<file path="src/rtl/draw_pkg.sv">
// Shared types and helpers for the sprite batch draw engine.
package draw_pkg;

   // Default sprite geometry, used as parameter defaults by the engine.
   localparam int DEF_SPR_W_LOG2 = 4;
   localparam int DEF_SPR_H_LOG2 = 4;
   localparam int DEF_KIND_W     = 2;

   // Pixels per sprite and ROM address width for the default geometry.
   localparam int SPR_PIX = 1 << (DEF_SPR_W_LOG2 + DEF_SPR_H_LOG2);
   localparam int ROM_AW  = DEF_KIND_W + DEF_SPR_H_LOG2 + DEF_SPR_W_LOG2;

   typedef enum logic [2:0] {
      IDLE,
      SCAN,
      LOAD,
      DRAW,
      FLUSH,
      DONE
   } state_t;

   // Ceiling log2, usable in constant expressions.
   function automatic int clog2(input int value);
      int result;
      result = 0;
      for (int i = 0; i < 31; i++) begin
         if ((1 << i) < value) result = i + 1;
      end
      return result;
   endfunction

endpackage

</file>
<file path="src/rtl/sprite_pixel_counter.sv">
// Row/column walker over one sprite, row-major, with a last-pixel flag.
module sprite_pixel_counter
   import draw_pkg::*;
#(
   parameter int SPR_W_LOG2 = DEF_SPR_W_LOG2,
   parameter int SPR_H_LOG2 = DEF_SPR_H_LOG2
) (
   input  logic                  clk,
   input  logic                  resetn,
   input  logic                  clr,
   input  logic                  en,
   output logic [SPR_H_LOG2-1:0] row,
   output logic [SPR_W_LOG2-1:0] col,
   output logic                  last
);

   localparam int IDX_W = SPR_W_LOG2 + SPR_H_LOG2;

   // Linear pixel index; column is the low field so it wraps into the row.
   logic [IDX_W-1:0] idx;

   // Pixel index register: clear wins over enable.
   // NOTE: state registers use non-blocking assignments so every flop samples pre-edge values.
   always_ff @(posedge clk or negedge resetn) begin
      if (!resetn) begin
         idx <= '0;
      end else if (clr) begin
         idx <= '0;
      end else if (en) begin
         idx <= idx + IDX_W'(1);
      end
   end

   assign row  = idx[IDX_W-1:SPR_W_LOG2];
   assign col  = idx[SPR_W_LOG2-1:0];
   assign last = &idx;

endmodule

</file>
<file path="src/rtl/sprite_batch_draw_engine.sv">
// Draws every valid slot of the object table into the frame-buffer write port,
// one sprite pixel per cycle, clipping off-screen and transparent pixels.
module sprite_batch_draw_engine
   import draw_pkg::*;
#(
   parameter int                 N_OBJ        = 8,
   parameter int                 X_W          = 9,
   parameter int                 Y_W          = 8,
   parameter int                 SCREEN_W     = 320,
   parameter int                 SCREEN_H     = 240,
   parameter int                 SPR_W_LOG2   = DEF_SPR_W_LOG2,
   parameter int                 SPR_H_LOG2   = DEF_SPR_H_LOG2,
   parameter int                 KIND_W       = DEF_KIND_W,
   parameter int                 COLOR_W      = 3,
   parameter bit                 TRANSP_EN    = 1'b1,
   parameter logic [COLOR_W-1:0] TRANSP_COLOR = '0
) (
   input  logic                                  clk,
   input  logic                                  resetn,
   input  logic                                  start,
   input  logic [N_OBJ-1:0]                      obj_valid,
   input  logic [N_OBJ*X_W-1:0]                  obj_x,
   input  logic [N_OBJ*Y_W-1:0]                  obj_y,
   input  logic [N_OBJ*KIND_W-1:0]               obj_kind,
   output logic [KIND_W+SPR_H_LOG2+SPR_W_LOG2-1:0] rom_addr,
   input  logic [COLOR_W-1:0]                    rom_data,
   output logic [X_W-1:0]                        vga_x,
   output logic [Y_W-1:0]                        vga_y,
   output logic [COLOR_W-1:0]                    vga_colour,
   output logic                                  vga_write,
   output logic                                  busy,
   output logic                                  done,
   output logic [clog2(N_OBJ+1)-1:0]             objs_drawn
);

   localparam int                SLOT_W    = (N_OBJ > 1) ? clog2(N_OBJ) : 1;
   localparam int                CNT_W     = clog2(N_OBJ + 1);
   localparam logic [SLOT_W-1:0] LAST_SLOT = SLOT_W'(N_OBJ - 1);
   localparam logic [X_W:0]      X_LIM     = (X_W + 1)'(SCREEN_W);
   localparam logic [Y_W:0]      Y_LIM     = (Y_W + 1)'(SCREEN_H);

   state_t state, next_state;

   logic [SLOT_W-1:0]     slot;
   logic [X_W-1:0]        x_q;
   logic [Y_W-1:0]        y_q;
   logic [KIND_W-1:0]     kind_q;
   logic [X_W:0]          px;      // one extra bit so wrap-around is clipped
   logic [Y_W:0]          py;
   logic                  p_valid;
   logic [SPR_H_LOG2-1:0] row;
   logic [SPR_W_LOG2-1:0] col;
   logic                  last_pix;
   logic                  last_slot;

   assign last_slot = (slot == LAST_SLOT);

   sprite_pixel_counter #(
      .SPR_W_LOG2 (SPR_W_LOG2),
      .SPR_H_LOG2 (SPR_H_LOG2)
   ) u_counter (
      .clk    (clk),
      .resetn (resetn),
      .clr    (state == LOAD),
      .en     (state == DRAW),
      .row    (row),
      .col    (col),
      .last   (last_pix)
   );

   // State register.
   always_ff @(posedge clk or negedge resetn) begin
      if (!resetn) state <= IDLE;
      else         state <= next_state;
   end

   // Next-state decode and status outputs.
   // NOTE: every output gets a default before the case so no latch is inferred.
   always_comb begin
      next_state = state;
      busy       = (state != IDLE);
      done       = (state == DONE);
      case (state)
         IDLE:    if (start) next_state = SCAN;
         SCAN: begin
            if (obj_valid[slot]) next_state = LOAD;
            else if (last_slot)  next_state = DONE;
         end
         LOAD:    next_state = DRAW;
         DRAW:    if (last_pix) next_state = FLUSH;
         FLUSH:   next_state = last_slot ? DONE : SCAN;
         DONE:    next_state = IDLE;
         default: next_state = IDLE;
      endcase
   end

   // Slot walker, object latch, pixel pipeline and drawn-object count.
   always_ff @(posedge clk or negedge resetn) begin
      if (!resetn) begin
         slot       <= '0;
         x_q        <= '0;
         y_q        <= '0;
         kind_q     <= '0;
         px         <= '0;
         py         <= '0;
         p_valid    <= 1'b0;
         objs_drawn <= '0;
      end else begin
         p_valid <= (state == DRAW);
         case (state)
            IDLE: begin
               if (start) begin
                  slot       <= '0;
                  objs_drawn <= '0;
               end
            end
            SCAN: begin
               if (!obj_valid[slot] && !last_slot) slot <= slot + SLOT_W'(1);
            end
            LOAD: begin
               x_q    <= obj_x[slot*X_W +: X_W];
               y_q    <= obj_y[slot*Y_W +: Y_W];
               kind_q <= obj_kind[slot*KIND_W +: KIND_W];
            end
            DRAW: begin
               px <= {1'b0, x_q} + (X_W + 1)'(col);
               py <= {1'b0, y_q} + (Y_W + 1)'(row);
            end
            FLUSH: begin
               objs_drawn <= objs_drawn + CNT_W'(1);
               if (!last_slot) slot <= slot + SLOT_W'(1);
            end
            default: ;
         endcase
      end
   end

   // The ROM registers this address, so its data lines up with px/py next cycle.
   assign rom_addr   = {kind_q, row, col};
   assign vga_x      = px[X_W-1:0];
   assign vga_y      = py[Y_W-1:0];
   assign vga_colour = p_valid ? rom_data : '0;
   assign vga_write  = p_valid && (px < X_LIM) && (py < Y_LIM) &&
                       !(TRANSP_EN && (rom_data == TRANSP_COLOR));

endmodule

</file>
<file path="config.mk">
export PLATFORM = sky130hd
export DESIGN_NAME = sprite_batch_draw_engine
export DESIGN_NICKNAME = d
export VERILOG_FILES = /design/src/rtl/draw_pkg.sv /design/src/rtl/sprite_pixel_counter.sv /design/src/rtl/sprite_batch_draw_engine.sv
export SDC_FILE = /design/constraint.sdc
export NUM_CORES = 1
export LEC_CHECK = 0
export CAP_MARGIN = 20
export CORE_MARGIN = 5
export CORE_UTILIZATION = 41
export CTS_BUF_LIST = sky130_fd_sc_hd__clkbuf_16
export DETAILED_ROUTE_END_ITERATION = 10
export GPL_TIMING_DRIVEN = 1
export HOLD_SLACK_MARGIN = 0.15
export PLACE_DENSITY = 0.81
export SKIP_LAST_GASP = 1
export SYNTH_ARGS = -nofsm -noshare
export SYNTH_HDL_FRONTEND = slang
export SYNTH_SLANG_ARGS = --single-unit
</file>
<file path="constraint.sdc">
create_clock -name clk -period 2.4 [get_ports clk]
set_input_delay 0.36 -clock clk [delete_from_list [all_inputs] [get_ports clk]]
set_output_delay 0.36 -clock clk [all_outputs]
set_load 0.01 [all_outputs]
</file>
==> results of run 1 <==
==> area by class of cell <==
cell class / count / area (um^2)
clock inverter: 7 / 55.1
clock buffer: 9 / 225
fill: 775 / 3340
timing repair buffer: 213 / 2110
inverter: 12 / 45.0
sequential: 57 / 1430
multi-input combinational: 278 / 2400
tap: 133 / 166
==> layer usage <==
metal  vias up  GRT usage, %
met5         -             0
met4         0          7.48
met3        25          5.94
met2       158          35.6
met1      1708          24.7
li1       1768             -
==> where the power goes <==
part | internal [mW] | leakage, nW | switching [mW]
combinational | 1.98 | 1.71 | 1.73
sequential | 1.40 | 0.662 | 0.436
clock | 0.781 | 0.147 | 0.400
==> Yosys cell counts <==
cell / instances / area (um^2)
dfrtp_1: 57 / 1430
nor2_4: 1 / 11.3
buf_1: 2 / 7.51
ha_1: 12 / 150
mux4_2: 40 / 901
o31ai_1: 2 / 15.0
buf_2: 6 / 30.0
clkbuf_1: 16 / 60.1
or3_1: 1 / 6.26
nor2_1: 33 / 124
a22oi_1: 1 / 7.51
nand2b_1: 1 / 6.26
nand3_1: 7 / 35.0
fa_1: 2 / 40.0
or2_1: 1 / 6.26
o21bai_1: 2 / 15.0
nand4_1: 6 / 37.5
nor3_1: 6 / 30.0
a21oi_1: 29 / 145
a31oi_4: 1 / 21.3
o32ai_1: 1 / 8.76
mux2i_1: 27 / 270
a21o_1: 2 / 15.0
nor4_1: 1 / 6.26
buf_6: 1 / 11.3
and2_1: 4 / 25.0
nand2_1: 47 / 176
mux2_4: 2 / 30.0
inv_2: 1 / 3.75
mux2_2: 1 / 11.3
xor2_1: 6 / 52.6
a22o_1: 2 / 17.5
o21ai_0: 30 / 150
inv_1: 11 / 41.3
buf_4: 17 / 128
nor2b_1: 1 / 6.26
a32o_1: 1 / 10.0
xnor2_1: 8 / 70.1
==> kinds of logic after synthesis <==
kind of cell	after synthesis
compound gates	71
xor+xnor	14
fa+ha+maj	14
buf+inv	54
flops	57
mux	70
simple gates	109
==> sequential cells by signal, summed over array words and instances, names as in the netlist <==
register       count
x_q                9
objs_drawn         4
px                10
p_valid            1
u_counter.idx      8
slot               3
kind_q             2
py                 9
state              3
y_q                8
==> worst reg2reg max path: stages, from the launching register on <==
cell     delay, ns
dfrtp_1       0.43
ha_1          0.26
fa_1          0.42
a21o_1        0.18
a21oi_1       0.29
nor2_1        0.12
xnor2_1       0.14
o21ai_0       0.08
==> worst paths after layout <==
path / start / to / slack (ns) / cells after the start
max: state[1] / done / 0.14 / 3
min: py[0] / py[0] / 0.48 / 2
max reg2reg: u_counter.idx[4] / py[6] / 0.36 / 7
min reg2reg: py[0] / py[0] / 0.48 / 2
max in group asynchronous: resetn / px[3] / 1.03 / 3
min in group asynchronous: resetn / objs_drawn[0] / 0.69 / 2
==> per-stage QoR <==
step	setup slack (ns)	cells	power, mW
floorplan	0.502	389	4.39
global placement	0.207	692	5.45
detailed placement	0.169	692	5.60
CTS	0.131	709	6.82
global route	0.0882	709	7.33
finish	0.142	709	6.73
==> flow_summary.ini, run 1 <==
[route]
routed_wl_mm = 12.3
vias = 3659
ant_nets = 0
vias_per_cell = 5.16
routed-wl-met3_um = 934
drc_errors = 0
dr.pass1.iters = 4
wl_met2_mm = 6.30
wl_met1_mm = 4.79
drt-initial-drc-count = 212
highest_layer = met4
wl_per_cell_um = 17.4

[floorplan]
die_area_um2 = 12100
core_area_um2 = 9770
io-pin-count = 203
die_h_um = 110
die_width_um = 110
initial_core_util_pct = 42.0
num_rows = 36

[worst_setup_path]
crit_family = buffers and inverters
critPathSlowestCell = clkdlybuf4s50_1
crit_buf_inv = 1
critPathMaxStageDelay_ns = 0.54
cp_cell_sequence = nor2_1, and2_1, clkdlybuf4s50_1
setup.worst_path.end_class = output port
critical_path_class = reg2out
arrival_ns = 1.90
critical_path.max_fanout = 13
cp.required_ns = 2.04
critPathLaunchType = flop

[grt]
grt_pass1_vias = 3949
grt_usage_pct = 20.7
antenna_found_initial = 0
grt_pass1_wl_mm = 19.1
grt_max_degree = 42
grt_overflow = 0

[timing]
setup_viol = 0
rsz0062_at_grt = false
clock_skew_ns = 0.00921
hold_viol = 0
fmax_mhz = 443
hold_slack_ns = 0.477
fin_crit_ns = 2.26
final.period_utilization_pct = 94.1
worstMarginPinSlew_ns = 0.774
final-max-slew-violation-count = 0
slew_headroom_pct = 48.4
finalSetupTns_ns = 0

[clocking]
clk_pin_slew_ns = 0.05
cts-buffers-inserted = 9
cts-root-buf = clkbuf_16
clock_path_buffers = 2
cts_tree = yes
postCtsResizedCells = 0
clk_latency_ns = 0.32
clkSinkCount = 57
cts_setup_buffers = 0
hold_buffers = 1
ctsHtreeMaxLevel = 3

[yosys]
syn_nets = 569
synth_simple_gate_area_share_pct = 11.4
synth.area.mux_share_pct = 29.5
yosysWarnings = 0
ys_seq_area_share_pct = 34.7
synth.distinct_cells = 38
synth_adder_area_share_pct = 4.63
netlist_area_um2 = 4110
synth_top_family_by_area = multiplexers
synth_xor_xnor_area_share_pct = 2.98
synthCells = 389
synth_compound_area_share_pct = 9.87
ys_seq_elements = 57
syn_avg_cell_area_um2 = 10.6

[power]
p_leak_nw = 2.52
ir_drop_uv = 516
p_per_area_nw_per_um2 = 1050

[placement]
placed_cell_area_um2 = 6150
place_hpwl_mm = 10.3
place.gp.congestion = 0.815
port_buffers = 202

[worst_hold_path]
hp-class = reg2reg

[final_layout]
final_area_um2 = 6440
area_growth_pct = 56.7
nets = 751
diodes = 0
final_cell_mix = clkdlybuf4s50_1, dfrtp_1, nand2_1, mux4_2, nor2_1
mostFrequentLayoutCell = clkdlybuf4s50_1
fin_util_pct = 65.9
layout-drive-gt1-share_pct = 12.5

[status]
status = complete, no violations

[run]
drv_cap = 0
Power figures use the tool's default switching activity.
==> run 2, diff against run 1 <==
--- a/config.mk
+++ b/config.mk
@@ -13,6 +13,7 @@
 export GPL_TIMING_DRIVEN = 1
 export HOLD_SLACK_MARGIN = 0.15
 export PLACE_DENSITY = 0.81
+export REMOVE_ABC_BUFFERS = 1
 export SKIP_LAST_GASP = 1
 export SYNTH_ARGS = -nofsm -noshare
 export SYNTH_HDL_FRONTEND = slang
==> run 2 against run 1 <==
  * Sequential power is essentially flat
  * Critical path type unchanged
  * Via count grew 1.5%
  * Utilization grew 0.12 points
  * Largest power group unchanged
  * First-iteration DRC count shrank 19%
  * Flip-flop and latch count is the same
  * Cell count is the same
  * Clock skew shrank 0.0051 ns
==> flow_summary.ini, run 2 (synthesis results as in run 1) <==
[timing]
worstMarginPinSlew_ns = 0.595
fin_crit_ns = 2.25
setup_viol = 0
finalSetupTns_ns = 0
rsz0062_at_grt = false
slew_headroom_pct = 60.3
fmax_mhz = 445
hold_viol = 0
hold_slack_ns = 0.473
final-max-slew-violation-count = 0
final.period_utilization_pct = 93.6
clock_skew_ns = 0.00413
setup_ws_ns = 0.154

[final_layout]
nets = 751
largest_reg_flops = 10
biggestRegsByFlops = px: 10 flops, py: 9 flops, x_q: 9 flops
final_cells = 709
fin_util_pct = 66.0
diodes = 0
layout-drive-gt1-share_pct = 12.3
largest-register = px
area_growth_pct = 57.0
mostFrequentLayoutCell = clkdlybuf4s50_1
final_cell_mix = clkdlybuf4s50_1, dfrtp_1, nand2_1, mux4_2, nor2_1

[worst_setup_path]
setup.worst_path.end_class = output port
critical_path.max_fanout = 13
critPathSlowestCell = clkdlybuf4s50_1
r2r_slack_ns = 0.36
r2r-end = slot[0]
critPathLaunchType = flop
critical_path_class = reg2out
r2r_start = slot[1]
crit_family = buffers and inverters
cp.required_ns = 2.04
critPathMaxStageDelay_ns = 0.54
arrival_ns = 1.89
cp_cell_sequence = nor2_1, and2_1, clkdlybuf4s50_1
crit_buf_inv = 1
crit_start = state[1]
rr_worst_depth = 5

[placement]
place_hpwl_mm = 10.4
place.gp.congestion = 0.773
port_buffers = 202
placedCellCount = 692
place_ws_ns = 0.172

[clocking]
cts-buffers-inserted = 9
clkSinkCount = 57
cts_setup_buffers = 0
clock_path_buffers = 2
hold_buffers = 1
postCtsResizedCells = 0
clk_pin_slew_ns = 0.05
cts_tree = yes
cts-root-buf = clkbuf_16
clk_latency_ns = 0.32
ctsHtreeMaxLevel = 3

[grt]
grt_usage_pct = 20.9
grt_overflow = 0
grt_pass1_wl_mm = 19.3
grt_use_met2_pct = 35.7
use_met1_pct = 25.9
grt_busiest_layer = met2
grt_max_degree = 40
use_met3_pct = 5.47
grt_pass1_vias = 3889
antenna_found_initial = 0

[floorplan]
initial_core_util_pct = 42.0
die_h_um = 110
io-pin-count = 203
core_area_um2 = 9770
num_rows = 36
die_area_um2 = 12100
die_width_um = 110

[route]
dr.pass1.iters = 4
drc_errors = 0
ant_nets = 0
vias = 3713
routed_wl_mm = 12.5
vias_per_cell = 5.24
wl_per_cell_um = 17.6
drt-initial-drc-count = 171

[power]
p_per_area_nw_per_um2 = 1050
ir_drop_uv = 534
p_leak_nw = 2.52

[worst_hold_path]
min_from = py[1]
whs_path_depth = 2
hold_end = py[1]
hp-class = reg2reg

[status]
status = complete, no violations

[run]
drv_cap = 0
## run 2: per-layer routing
metal / part of all wire, % / vias up
li1: - / 1778
met1: 40 / 1767
met2: 51 / 147
met3: 7.0 / 21
met4: 1.8 / 0
met5: 0 / -
## run 2: cell type report
cell class,instances,area (um^2)
Fill cell,767,3320
Multi-Input combinational cell,278,2400
Timing Repair Buffer,213,2130
Sequential cell,57,1430
Clock buffer,9,225
Tap cell,133,166
Clock inverter,7,53.8
Inverter,12,45.0
## run 2: worst max-delay path by stage
stage / endpoint / cells past startpoint
floorplan: slot[0] / 7
global placement: slot[0] / 6
detailed placement: slot[0] / 6
CTS: done / 3
global route: done / 3
finish: done / 3
## run 2: power breakdown
group	switching, mW	internal, mW	total (mW)
clock	0.407	0.781	1.19
combinational	1.71	1.99	3.70
sequential	0.461	1.40	1.86
## run 2: worst reg2reg max path: cells and delay by family, from the launching register on
family          cells  cell delay (ns)
compound gates      1             0.13
simple gates        1             0.12
mux                 3             1.17
flops               1             0.52
## run 2: through the flow
| step | instance area (um^2) | total power [mW] |
|---|---|---|
| 2_1_floorplan | 3870 | 4.11 |
| 3_3_place_gp | 6160 | 5.44 |
| 3_5_place_dp | 6160 | 5.59 |
| 4_1_cts | 6450 | 6.82 |
| 5_1_grt | 6450 | 7.33 |
| 6_report | 6450 | 6.74 |
==> run 3, diff against run 2 <==
--- a/config.mk
+++ b/config.mk
@@ -12,9 +12,11 @@
 export DETAILED_ROUTE_END_ITERATION = 10
 export GPL_TIMING_DRIVEN = 1
 export HOLD_SLACK_MARGIN = 0.15
+export MAX_ROUTING_LAYER = met4
 export PLACE_DENSITY = 0.81
 export REMOVE_ABC_BUFFERS = 1
 export SKIP_LAST_GASP = 1
 export SYNTH_ARGS = -nofsm -noshare
 export SYNTH_HDL_FRONTEND = slang
+export SYNTH_HIERARCHICAL = 1
 export SYNTH_SLANG_ARGS = --single-unit
==> run 3 against run 2 <==
  * Hold slack improved by 0.0042 ns
  * Synthesized area barely moved
  * Synthesized cell count up 0.26%
  * Critical path depth is the same
  * Sequential share of layout area increased by 0.073 points
  * Utilization shrank 0.22 points
  * Die area is essentially flat
  * Clock skew rose by 0.0045 ns
  * Largest cell class unchanged
==> flow_summary.ini, run 3 <==
[yosys]
synth_xor_xnor_area_share_pct = 3.84
yosysTopAreaCellShare_pct = 34.7
synth.distinct_cells = 41
yosysMostFrequentCell = dfrtp_1
yosys-top-cells-count = dfrtp_1, nand2_1, mux4_2, nor2_1, a21oi_1
synth_compound_area_share_pct = 9.81
synth.area.mux_share_pct = 26.6
synthTopCellsByArea = dfrtp_1, mux4_2, nand2_1, mux2i_1, buf_4
ys_seq_area_share_pct = 34.7
yosysWarnings = 6
yosys_most_used_dff = dfrtp_1
synth_adder_area_share_pct = 4.63
post-synth-top-area-cell = dfrtp_1
synthCells = 390
synth_top_family_by_area = multiplexers
netlist_area_um2 = 4110
ys_async_sr_fraction_pct = 100
synth_enable_flop_cells = 0
ys_seq_elements = 57
syn_avg_cell_area_um2 = 10.5
synth_simple_gate_area_share_pct = 13.0

[power]
p_sw_mw = 2.64
p_comb_share_pct = 54.8
p_int_mw = 4.29
netSwitchingFraction_pct = 38.1
seq_power_share_pct = 27.9
ir_drop_uv = 495
p_per_area_nw_per_um2 = 1080
clockPowerShare_pct = 17.3
power.total_mw = 6.94
p_leak_nw = 2.57

[worst_setup_path]
critical_path_class = reg2out
critPathMaxStageDelay_ns = 0.50
r2r_slack_ns = 0.39
arrival_ns = 1.90
cp.required_ns = 2.04
setup.worst_path.end_class = output port
critical_path.max_fanout = 8
cp_cell_sequence = buf_4, or3_1, clkdlybuf4s50_1
critPathLaunchType = flop
endpoint = busy
r2r_start = u_counter/idx[4]
r2r-end = py[6]
crit_start = state[2]
rr_worst_depth = 7
critPathSlowestCell = clkdlybuf4s50_1

[final_layout]
final_area_um2 = 6430
largest_reg_flops = 10
fin_util_pct = 65.8
nets = 751
diodes = 0
final_cell_mix = clkdlybuf4s50_1, dfrtp_1, nand2_1, mux4_2, nor2_1
area_growth_pct = 56.5
mostFrequentLayoutCell = clkdlybuf4s50_1
final_cells = 709
fillers = 773
largest-register = px
layout-drive-gt1-share_pct = 12.2
biggestRegsByFlops = px: 10 flops, py: 9 flops, x_q: 9 flops

[worst_hold_path]
hp-class = reg2reg
whs_path_depth = 2

[timing]
hold_viol = 0
fmax_mhz = 443
setup_ws_ns = 0.144
slew_headroom_pct = 65.1
final.period_utilization_pct = 94.0
setup_viol = 0
rsz0062_at_grt = false
finalSetupTns_ns = 0
fin_crit_ns = 2.26
worstMarginPinSlew_ns = 0.523
final-max-slew-violation-count = 0
clock_skew_ns = 0.00861
hold_slack_ns = 0.477

[route]
dr.pass1.iters = 4
vias = 3692
wl_per_cell_um = 16.9
drt-initial-drc-count = 97
drc_errors = 0
routed_wl_mm = 12.0
ant_nets = 0
vias_per_cell = 5.21

[placement]
placed_cell_area_um2 = 6140
place_ws_ns = 0.392
place.gp.congestion = 0.774
placedCellCount = 692
port_buffers = 202
place_hpwl_mm = 9.63

[grt]
antenna_found_initial = 0
grt_overflow = 0
grt_pass1_wl_mm = 18.3
grt_usage_pct = 20.5
grt_max_degree = 58
grt_pass1_vias = 3917

[floorplan]
die_area_um2 = 12100
initial_core_util_pct = 42.0
die_h_um = 110
core_area_um2 = 9770
num_rows = 36
io-pin-count = 203
die_width_um = 110

[clocking]
clkSinkCount = 57
cts-buffers-inserted = 9
hold_buffers = 1
clock_path_buffers = 2
postCtsResizedCells = 0
clk_latency_ns = 0.33
ctsHtreeMaxLevel = 3
cts-root-buf = clkbuf_16
cts_setup_buffers = 0
clk_pin_slew_ns = 0.05
cts_tree = yes

[run]
drv_cap = 0

[status]
status = complete, no violations
-- run 3: cell types whose count changed in the layout (fill, tap and decap cells not counted), moves of 2 or more --
cell / delta
a21oi_1: -7
mux2i_1: -10
a31oi_1: +8
o21ai_0: -18
inv_1: +2
mux2_4: -2
xor2_1: +4
nand2_1: +7
nor3_1: -6
o21ai_1: +16
or3_1: +3
-- run 3: power by group through the flow --
stage	Combinational, mW	Clock, mW	Sequential (mW)
after floorplan	2.25	0	2.06
after global placement	3.70	0	1.91
after detailed placement	3.82	0	1.94
after CTS	3.86	1.23	1.94
after global routing	4.23	1.27	2.01
final	3.80	1.20	1.93
-- run 3: cell families (layout without fill, tap and decap cells) --
kind of cell	Yosys count	count (layout)
AO/OA/AOI/OAI	70	70
XOR/XNOR	18	18
adder cells (fa/ha/maj)	14	14
buffers and inverters	56	242
flip-flops	57	57
multiplexers	58	58
AND/OR/NAND/NOR	117	117
-- run 3: area by class of cell --
class / count / area (um^2) / area share [%]
clock buffer: 9 / 225 / 3.50
clock inverter: 7 / 53.8 / 0.837
inverter: 14 / 52.6 / 0.817
multi-input combinational: 277 / 2380 / 37.1
sequential: 57 / 1430 / 22.2
tap: 133 / 166 / 2.59
timing repair buffer: 212 / 2120 / 33.0
-- run 3: worst min-delay path by stage --
stage	startpoint	endpoint	slack, ns
2_1_floorplan	resetn	kind_q[0]	0.06
3_3_place_gp	resetn	py[7]	0.38
3_5_place_dp	resetn	py[7]	0.39
4_1_cts	py[2]	py[2]	0.48
5_1_grt	px[2]	px[2]	0.52
6_report	py[2]	py[2]	0.48
-- run 3: critical path: cells and delay by family (launching register included) --
family | cells | cell delay, ns
buffers and inverters | 2 | 0.70
flip-flops | 1 | 0.45
AND/OR/NAND/NOR | 1 | 0.42
-- run 3: per-layer routing --
metal	part of all wire, %	global-route usage, %
met2	53	35.4
met4	1.6	6.77
met3	5.9	4.48
met1	39	23.9
met5	0	-
